### src/rtl/jtexterm_pkg.sv
// Shared types and xRGB555 field positions for the Extermination palette path.
package jtexterm_pkg;

   typedef enum logic [1:0] {IDLE, LO, HI, DONE} fetch_st_e;

   // Bit positions inside the two bytes of one xRGB555 palette entry
   localparam int R_MSB    = 6;
   localparam int R_LSB    = 2;
   localparam int G_HI_MSB = 1;
   localparam int G_HI_LSB = 0;
   localparam int G_LO_MSB = 7;
   localparam int G_LO_LSB = 5;
   localparam int B_MSB    = 4;
   localparam int B_LSB    = 0;

endpackage

### src/rtl/jtexterm_rgb555_unpack.sv
// Splits the high/low bytes of an xRGB555 palette entry into 5-bit R/G/B.
module jtexterm_rgb555_unpack
   import jtexterm_pkg::*;
(
   input  logic [7:0] hi_i,
   input  logic [7:0] lo_i,
   output logic [4:0] r_o,
   output logic [4:0] g_o,
   output logic [4:0] b_o
);

   // Bit 7 of the high byte carries no colour information
   logic unused_hi7;
   assign unused_hi7 = hi_i[7];

   assign r_o = hi_i[R_MSB:R_LSB];
   assign g_o = {hi_i[G_HI_MSB:G_HI_LSB], lo_i[G_LO_MSB:G_LO_LSB]};
   assign b_o = lo_i[B_MSB:B_LSB];

endmodule

### src/rtl/jtexterm_palfetch.sv
// Palette fetch sequencer: two byte reads per pixel from the palette RAM,
// RGB assembly and one-pixel-delayed, blank-gated video output.
module jtexterm_palfetch
   import jtexterm_pkg::*;
#(
   parameter int AW     = 10,
   parameter int RD_LAT = 1
)(
   input  logic          clk,
   input  logic          rst_n,
   input  logic          pxl_cen,
   input  logic          LHBL,
   input  logic          LVBL,
   input  logic [AW-2:0] pxl,
   output logic [AW-1:0] pal_addr,
   input  logic [7:0]    pal_dout,
   output logic [4:0]    red,
   output logic [4:0]    green,
   output logic [4:0]    blue,
   output logic          LHBL_dly,
   output logic          LVBL_dly,
   output logic          overrun
);

   localparam logic [1:0] LAT_RELOAD = 2'(RD_LAT);

   fetch_st_e     state_q, state_d;
   logic [1:0]    cnt_q, cnt_d;
   logic [AW-1:0] addr_q, addr_d;
   logic [AW-2:0] idx_q;
   logic          blank_q, lhbl_q, lvbl_q;
   logic [7:0]    lo_q, hi_q, hi_src;
   logic [14:0]   rgb_q;
   logic [4:0]    r_w, g_w, b_w;
   logic [4:0]    red_q, green_q, blue_q;
   logic          lhbl_dly_q, lvbl_dly_q, overrun_q;
   logic          lo_cap, hi_cap;

   // The high byte is assembled straight from the RAM so the colour is
   // ready one clk after the last read, meeting the minimum pxl_cen period.
   assign hi_src = hi_cap ? pal_dout : hi_q;

   jtexterm_rgb555_unpack u_unpack (
      .hi_i (hi_src),
      .lo_i (lo_q),
      .r_o  (r_w),
      .g_o  (g_w),
      .b_o  (b_w)
   );

   always_comb begin
      state_d = state_q;
      cnt_d   = cnt_q;
      addr_d  = addr_q;
      lo_cap  = 1'b0;
      hi_cap  = 1'b0;
      if (pxl_cen) begin
         state_d = LO;
         addr_d  = {pxl, 1'b0};
         cnt_d   = LAT_RELOAD;
      end else begin
         case (state_q)
            LO: begin
               if (cnt_q == 2'd0) begin
                  lo_cap  = 1'b1;
                  state_d = HI;
                  addr_d  = {idx_q, 1'b1};
                  cnt_d   = LAT_RELOAD;
               end else begin
                  cnt_d = cnt_q - 2'd1;
               end
            end
            HI: begin
               if (cnt_q == 2'd0) begin
                  hi_cap  = 1'b1;
                  state_d = DONE;
               end else begin
                  cnt_d = cnt_q - 2'd1;
               end
            end
            default: ;
         endcase
      end
   end

   always_ff @(posedge clk or negedge rst_n) begin
      if (!rst_n) begin
         state_q    <= IDLE;
         cnt_q      <= '0;
         addr_q     <= '0;
         idx_q      <= '0;
         blank_q    <= 1'b0;
         lhbl_q     <= 1'b0;
         lvbl_q     <= 1'b0;
         lo_q       <= '0;
         hi_q       <= '0;
         rgb_q      <= '0;
         red_q      <= '0;
         green_q    <= '0;
         blue_q     <= '0;
         lhbl_dly_q <= 1'b0;
         lvbl_dly_q <= 1'b0;
         overrun_q  <= 1'b0;
      end else begin
         state_q <= state_d;
         cnt_q   <= cnt_d;
         addr_q  <= addr_d;
         if (lo_cap) lo_q <= pal_dout;
         if (hi_cap) begin
            hi_q  <= pal_dout;
            rgb_q <= {r_w, g_w, b_w};
         end
         // rgb_q only moves on a completed fetch, so an overrun repeats it
         if (pxl_cen) begin
            idx_q   <= pxl;
            blank_q <= ~(LHBL & LVBL);
            lhbl_q  <= LHBL;
            lvbl_q  <= LVBL;
            {red_q, green_q, blue_q} <= blank_q ? 15'd0 : rgb_q;
            lhbl_dly_q <= lhbl_q;
            lvbl_dly_q <= lvbl_q;
            if (state_q == LO || state_q == HI) overrun_q <= 1'b1;
         end
      end
   end

   assign pal_addr = addr_q;
   assign red      = red_q;
   assign green    = green_q;
   assign blue     = blue_q;
   assign LHBL_dly = lhbl_dly_q;
   assign LVBL_dly = lvbl_dly_q;
   assign overrun  = overrun_q;

endmodule

### config.mk
export PLATFORM = sky130hd
export DESIGN_NAME = jtexterm_palfetch
export DESIGN_NICKNAME = d
export VERILOG_FILES = /design/src/rtl/jtexterm_pkg.sv /design/src/rtl/jtexterm_rgb555_unpack.sv /design/src/rtl/jtexterm_palfetch.sv
export SDC_FILE = /design/constraint.sdc
export NUM_CORES = 1
export LEC_CHECK = 0
export ABC_CLOCK_PERIOD_IN_PS = 1500
export BUFFER_PORTS_ARGS = -buffer_cell sky130_fd_sc_hd__buf_4
export CAP_MARGIN = 20
export CORE_UTILIZATION = 49
export CTS_CLUSTER_SIZE = 30
export DETAILED_ROUTE_END_ITERATION = 6
export PLACE_DENSITY = 0.74
export SYNTH_ARGS = -nofsm -noshare
export SYNTH_HDL_FRONTEND = slang
export SYNTH_SLANG_ARGS = --single-unit
### constraint.sdc
create_clock -name clk -period 1.5 [get_ports clk]
set_input_delay 0.15 -clock clk [delete_from_list [all_inputs] [get_ports clk]]
set_output_delay 0.15 -clock clk [all_outputs]
set_load 0.03 [all_outputs]
# Word-level counts from Yosys, hierarchy flattened
# Index checks and enable logic that the tools add are counted.
# Widths: inputs -> output; s select.
# op_classes
addsub,1
eq_ne,5
muxes,17
bitwise,2
reduce_logical,9
# ops
operator,count
$mux 10,3
$mux 15,1
$mux 2,6
$ne 3x3->1 const B,3
$pmux 2 s2,2
$reduce_and 2->1,3
$mux 1,5
$reduce_bool 2->1,2
$reduce_and 3->1,1
$reduce_bool 3->1,1
$eq 2x1->1 const B,1
$eq 2x2->1 const B,1
$logic_not 2->1,1
$sub 2x1->2 const B,1
$and 1x1->1,1
$logic_or 1x1->1,1
$not 1->1,1
# totals
reg_bits,67
input_bits,22
output_inout_bits,28

# Logic depth before layout (Yosys ltp)
# Gate-level depths: netlist of the first run.
# logic_depth
ltp_word,4
mapped_depth,6
mapped_depth_nobuf,5

# By module
# From an unflattened synthesis of the first run, not the netlist that was laid out.
# hier_totals
hier_cells,193
hier_area_um2,3034.2
# by_module_without_submodules
module,instances,cells_each,area_per_inst_um2,seq_area_each_um2
jtexterm_palfetch,1,178,2921.6,1876.8
jtexterm_rgb555_unpack,1,15,112.6,0.0

# Least setup slack after synthesis of the first run
# No wires, ideal clock.
# synth_path
kind,register to register
startpoint,reg state_q[1]
endpoint,reg lo_q[0]
arrival_time_ns,1.328
t_required_ns,1.375
slack_ns,0.047
path_stages_with_launch,6
cell_sequence,dfrtp_1 inv_1 ha_1 and2_2 buf_4 mux2_2
# synth_via
elab_chain_cells,3
# synth_rtl
item,line,rtl
start: declaration,jtexterm_palfetch.sv:27,"fetch_st_e state_q, state_d;"
start signal: assignment,jtexterm_palfetch.sv:105,state_q <= state_d;
$eq 2x1->1,jtexterm_palfetch.sv:62,case (state_q)
$mux 1,jtexterm_palfetch.sv:62,
$mux 1,jtexterm_palfetch.sv:57,if (pxl_cen) begin
end signal: assignment,jtexterm_palfetch.sv:108,if (lo_cap) lo_q <= pal_dout;
end: declaration,jtexterm_palfetch.sv:32,"logic [7:0] lo_q, hi_q, hi_src;"
# Every way passes these cells.
# A chain may end at the register's enable or synchronous reset.

# Worst setup path in the final report of the first run
# layout_path
startpoint,reg state_q[0]
endpoint,reg rgb_q[8]
# layout_via
elab_chain_cells,3
# layout_rtl
item,line,rtl
$eq 2x2->1,jtexterm_palfetch.sv:62,
$mux 1,jtexterm_palfetch.sv:62,
$mux 1,jtexterm_palfetch.sv:57,
end signal: assignment,jtexterm_palfetch.sv:111,"rgb_q <= {r_w, g_w, b_w};"
end: declaration,jtexterm_palfetch.sv:33,logic [14:0] rgb_q;
# Every way passes these cells.

==> results of run 1 <==
## Yosys cell counts (2+ instances only)
| master | count |
|---|---|
| mux2_4 | 10 |
| nor2_1 | 4 |
| dfrtp_1 | 67 |
| a31oi_1 | 2 |
| ha_1 | 3 |
| nand3b_1 | 12 |
| clkbuf_1 | 3 |
| mux2_2 | 35 |
| inv_1 | 16 |
| buf_6 | 2 |
| a22o_1 | 3 |
| o21ai_0 | 14 |
## layer usage
metal / global-route usage [%] / vias up / wire length, µm
met5: 0 / - / 0
met4: 8.462 / 0 / 68
met3: 6.826 / 8 / 266
met2: 27.84 / 43 / 2280
met1: 22.46 / 806 / 2090
li1: - / 767 / -
## power by group through the flow
stage | clock, mW | sequential, mW | combinational [mW]
floorplan | 0 | 2.86 | 0.796
global placement | 0 | 2.62 | 1.51
detailed placement | 0 | 2.64 | 1.56
CTS | 1.55 | 2.62 | 1.61
global route | 1.63 | 2.68 | 1.72
finish | 1.52 | 2.61 | 1.60
## layout by cell type (no fill, tap or decap), drive strengths merged
cell         synthesis  final
a211o                1      1
a21o                 1      1
a21oi                2      2
a22o                 3      3
a31oi                2      2
and2                 2      3
and3b                1      1
buf                  5     58
bufinv               0      1
clkbuf               4     15
dfrtp               67     67
dlygate4sd3          0      3
ha                   3      3
inv                 16     16
mux2                45     45
nand3b              12     12
nor2                 4      4
nor3                 1      1
o211a                1      1
o21ai               14     14
o21bai               1      1
xnor2                1      1
## layout make-up
type	count	share of cell area, %
clock buffers	15	5.133
clock inverters	1	0.8737
inverters	16	1.747
multi-input cells	95	26.65
flip-flops and latches	67	48.78
well taps	70	2.548
repair buffers	61	14.27
## repair_timing
action,CTS,global route
hold endpoints to repair,36,1
endpoints found under the setup margin,12,30
pin swaps,1,0
resized for setup,1,3
setup buffers,1,0
gates cloned,1,0
hold buffers,2,1
## through the flow
step           setup WS (ns)  hold slack [ns]
3_5_place_dp        -0.01109           0.1418
5_1_grt            -0.001455          0.03724
3_3_place_gp         0.03601           0.1404
2_1_floorplan        0.04709          -0.1456
6_report             0.07011          0.05104
4_1_cts              0.02496         0.002329
## final timing paths
kind / endpoint / slack (ns) / depth (start not counted)
min in group asynchronous: rgb_q[6] / 0.33 / 2
worst max register to register: rgb_q[8] / 0.07 / 4
worst min-delay path: lo_q[7] / 0.05 / 2
worst max-delay path: rgb_q[8] / 0.07 / 4
max in group asynchronous: idx_q[8] / 0.68 / 3
worst min register to register: overrun / 0.48 / 1
## registers in the layout (all words and copies together) (netlist names)
| signal | flops |
|---|---|
| LVBL_dly | 1 |
| state_q | 2 |
| blank_q | 1 |
| lo_q | 8 |
| lvbl_q | 1 |
| pal_addr | 10 |
| blue | 5 |
| cnt_q | 2 |
| red | 5 |
| overrun | 1 |
| LHBL_dly | 1 |
| green | 5 |
| idx_q | 9 |
| lhbl_q | 1 |
| rgb_q | 15 |
## logic make-up after synthesis
family	count (synthesis)	share of synthesized area, %
compound gates	25	6.032
xor+xnor	1	0.3223
fa+ha+maj	3	1.381
buf+inv	25	5.156
flops	67	61.69
mux	45	20.03
simple gates	20	5.387
==> impl_metrics.ini, run 1 <==
[outcome]
status = finished, final reports clean

[floorplan]
die_h_um = 76.47
die_area_um2 = 5848
core_um2 = 5238
io_pins = 50
start_util_pct = 51.89
rows = 26
die_w_um = 76.47

[job]
max_cap_viol_count = 0

[final_layout]
area.sequential_um2 = 1677
multiInputGateArea_um2 = 915.9
area_growth_pct = 26.47
instances_no_fill = 325
nets = 275
drive_gt1_share_pct = 48.24
n_fill_cell = 407
fin_util_pct = 65.62
finish.instance_area_um2 = 3437
diodes = 0

[power_and_ir_drop]
power_leakage_nw = 1.631
seqPwrFrac_pct = 45.6
combPwrFrac_pct = 27.9
p_sw_mw = 1.638
peakVddDrop_mv = 1.042
p_total_mw = 5.727
power.share.clock_pct = 26.5
p_int_mw = 4.089
netSwitchingFraction_pct = 28.59
powerDensity_nw_per_um2 = 1666

[synthesis]
yosysSeqAreaShare_pct = 61.69
synth_top_area_share_pct = 61.69
ys_types = 27
synthCells = 186
yosys.area.top_type = dfrtp_1
ys_warn_count = 0
synth-main-ff-cell = dfrtp_1
syn_nets = 211
synth_edf_count = 0
synth-async-reset-ratio_pct = 100.0
synth_seq_cells = 67
synth.cell_area_um2 = 2718
yosys-top-cells-area = dfrtp_1, mux2_2, mux2_4
synth.avg_cell_area_um2 = 14.61

[clock_network]
cts_tree = yes
ctsHtreeMaxLevel = 3
cts_root_buf = clkbuf_8
cts-buffers-inserted = 9
clkSinkCount = 67
clkTransAtPathRegs_ns = 0.07
cts_max_path_buffers = 2
clk_latency_ns = 0.33

[route]
finalWirelength_um = 4706
firstDrtPassIters = 4
drt_iter0_markers = 71
drc = 0
drt-vias-per-instance = 4.997
dr_total_vias = 1624
post_drt_wl_per_cell_um = 14.48
antenna_left = 0

[worst_hold_path]
hp-start = pal_dout[7]
hold_class = input pin to flop

[worst_setup_path]
worst_path_max_delay_cell = dfrtp_1
critical_path.max_fanout = 8
end_kind = flop
path_buf_inv = 1
critical_path_class = flop to flop
critPathLaunch = state_q[0]
crit_family = flip-flops
required_ns = 1.72
critPathMaxStageDelay_ns = 0.40
cp-start-kind = flop
arrival_ns = 1.65
timing.rr.start = state_q[0]
crit_chain = inv_1 -> ha_2 -> and2_4 -> mux2_2

[timing]
finalCritPeriodShare_pct = 95.33
hold_viol = 0
slew_violations = 0
tightest_slew_ns = 0.4810
tns_ns = 0
fin_skew_ns = 0.006105
maxSlewHeadroom_pct = 67.93
fmax_mhz = 699.4
period_needed_ns = 1.430
rsz0062_at_grt = true
finalSetupViolCount = 0

[placement]
place_congestion = 0.7055
place_hpwl_um = 3213
portBuffers = 49
placedCellCount = 304
place_area_um2 = 3166

[grt]
grt_pass1_wl_um = 7941
grt_pass1_vias = 1708
overflow = 0
track_usage_pct = 18.06
antenna_found_initial = 0
grt_max_degree = 38
Power figures use the tool's default switching activity.
==> run 2, diff against run 1 <==
CELL_PAD_IN_SITES_DETAIL_PLACEMENT = 0   (was default)
CELL_PAD_IN_SITES_GLOBAL_PLACEMENT = 1   (was default)
CORE_UTILIZATION = 40   (was 49)
PLACE_DENSITY = default   (was 0.74)
PLACE_DENSITY_LB_ADDON = 0.1   (was default)
SLEW_MARGIN = 5   (was default)
==> run 2 against run 1 <==
Effect of this change: the flow now finishes with violations (DRC); sequential share of layout area decreased by 0.37 points; critical path type unchanged; fmax increased by 0.14%; first-iteration DRC count decreased by 38%; via count increased by 1.2%; clock-buffer cell count decreased by 2; clock power decreased by 9%; register-to-register slack about the same; largest power group unchanged; die area increased by 22%.
==> impl_metrics.ini, run 2 (synthesis results as in run 1) <==
[outcome]
status = finished, violations left
violations = DRC

[final_layout]
drive_gt1_share_pct = 50.79
layout_commonest_cell = dfrtp_1
instances_no_fill = 331
final_cell_mix = dfrtp_1, buf_4, mux2_2
finish.instance_area_um2 = 3463
diodes = 0
largest_reg_flops = 15
regMostFlops = rgb_q
area_growth_pct = 27.44
nets = 274

[route]
post_drt_wl_per_cell_um = 15.67
drt_iter0_markers = 44
drt-vias-per-instance = 4.967
firstDrtPassIters = 6
antenna_left = 0
dr_total_vias = 1644
drc = 6
finalWirelength_um = 5187

[clock_network]
clk_latency_ns = 0.33
cts_root_buf = clkbuf_8
clkTransAtPathRegs_ns = 0.07
ctsHtreeMaxLevel = 3
clkSinkCount = 67
cts_tree = yes
cts-buffers-inserted = 9
cts_max_path_buffers = 2

[grt]
grt_pass1_vias = 1775
grt_max_degree = 32
antenna_found_initial = 0
track_usage_pct = 16.45
overflow = 0
grt_pass1_wl_um = 8928

[floorplan]
die_w_um = 84.43
start_util_pct = 42.08
core_um2 = 6459
die_area_um2 = 7128
die_h_um = 84.43
io_pins = 50
rows = 29

[power_and_ir_drop]
power_leakage_nw = 1.629
powerDensity_nw_per_um2 = 1646
peakVddDrop_mv = 0.9950

[timing]
finalCritPeriodShare_pct = 95.19
hold_viol = 0
fin_skew_ns = 0.009056
period_needed_ns = 1.428
layout_setup_ws_ns = 0.07217
tns_ns = 0
slew_violations = 0
tightest_slew_ns = 0.4659
fmax_mhz = 700.4
maxSlewHeadroom_pct = 68.94
finalSetupViolCount = 0
rsz0062_at_grt = false

[worst_setup_path]
crit_chain = inv_2 -> ha_4 -> buf_6 -> nor2_4 -> and3b_1 -> a211o_1
critical_path.max_fanout = 4
worst_path_max_delay_cell = dfrtp_1
arrival_ns = 1.64
cp-start-kind = flop
critical_path_class = flop to flop
end_kind = flop
path_buf_inv = 2
crit_family = flip-flops
required_ns = 1.71
critPathMaxStageDelay_ns = 0.43

[worst_hold_path]
hold_class = input pin to flop

[placement]
place_congestion = 0.6645
portBuffers = 49
place_ws_ns = -0.06117
place_area_um2 = 3159
placedCellCount = 309
place_hpwl_um = 3534

[job]
max_cap_viol_count = 0
[run 2: power by group]
part           leakage (nW)  internal, mW  switching (mW)
sequential            0.845          2.32           0.321
clock                0.0956         0.737           0.646
combinational         0.688         0.904           0.776
[run 2: cell type report]
cell class                      instances  area (µm²)
Tap cell                               77       96.34
Inverter                               16       60.06
Fill cell                             551        2995
Multi-Input combinational cell         94       934.6
Timing Repair Buffer                   61       505.5
Clock buffer                           13       168.9
Sequential cell                        67        1677
Clock inverter                          3       21.27
[run 2: what timing repair did]
item                                    4_1_cts  5_1_grt
pin swaps                                     0        3
endpoints found under the hold margin        21        0
resized for setup                             4        7
endpoints found under the setup margin       19        1
hold buffers                                  1        0
buffers inserted                              4        1
[run 2: path summary, 6_finish.rpt]
path	startpoint	to	slack (ns)	cells past startpoint
max	state_q[0]	state_q[0]	0.07	6
min	LVBL	blank_q	0.02	2
max reg2reg	state_q[0]	state_q[0]	0.07	6
min reg2reg	overrun	overrun	0.48	1
max in group asynchronous	rst_n	lo_q[7]	0.71	3
min in group asynchronous	rst_n	idx_q[7]	0.27	2
[run 2: metal layers]
metal	share of wire, %	global-route usage, %	vias to the layer above	wire length, µm
li1	-	-	764	-
met1	44	20.81	840	2304
met2	50	26.68	34	2612
met3	4.3	4.425	6	223
met4	0.91	7.396	0	47
met5	0	0	-	0
[run 2: through the flow]
stage	util [%]	hold slack [ns]	power, mW
final	53.62	0.02144	5.702
after global routing	53.62	0.02339	6.052
after CTS	53.04	0.005920	5.703
after detailed placement	48.92	0.06859	4.216
after global placement	48.92	0.06398	4.114
after floorplan	-	-0.1456	3.654
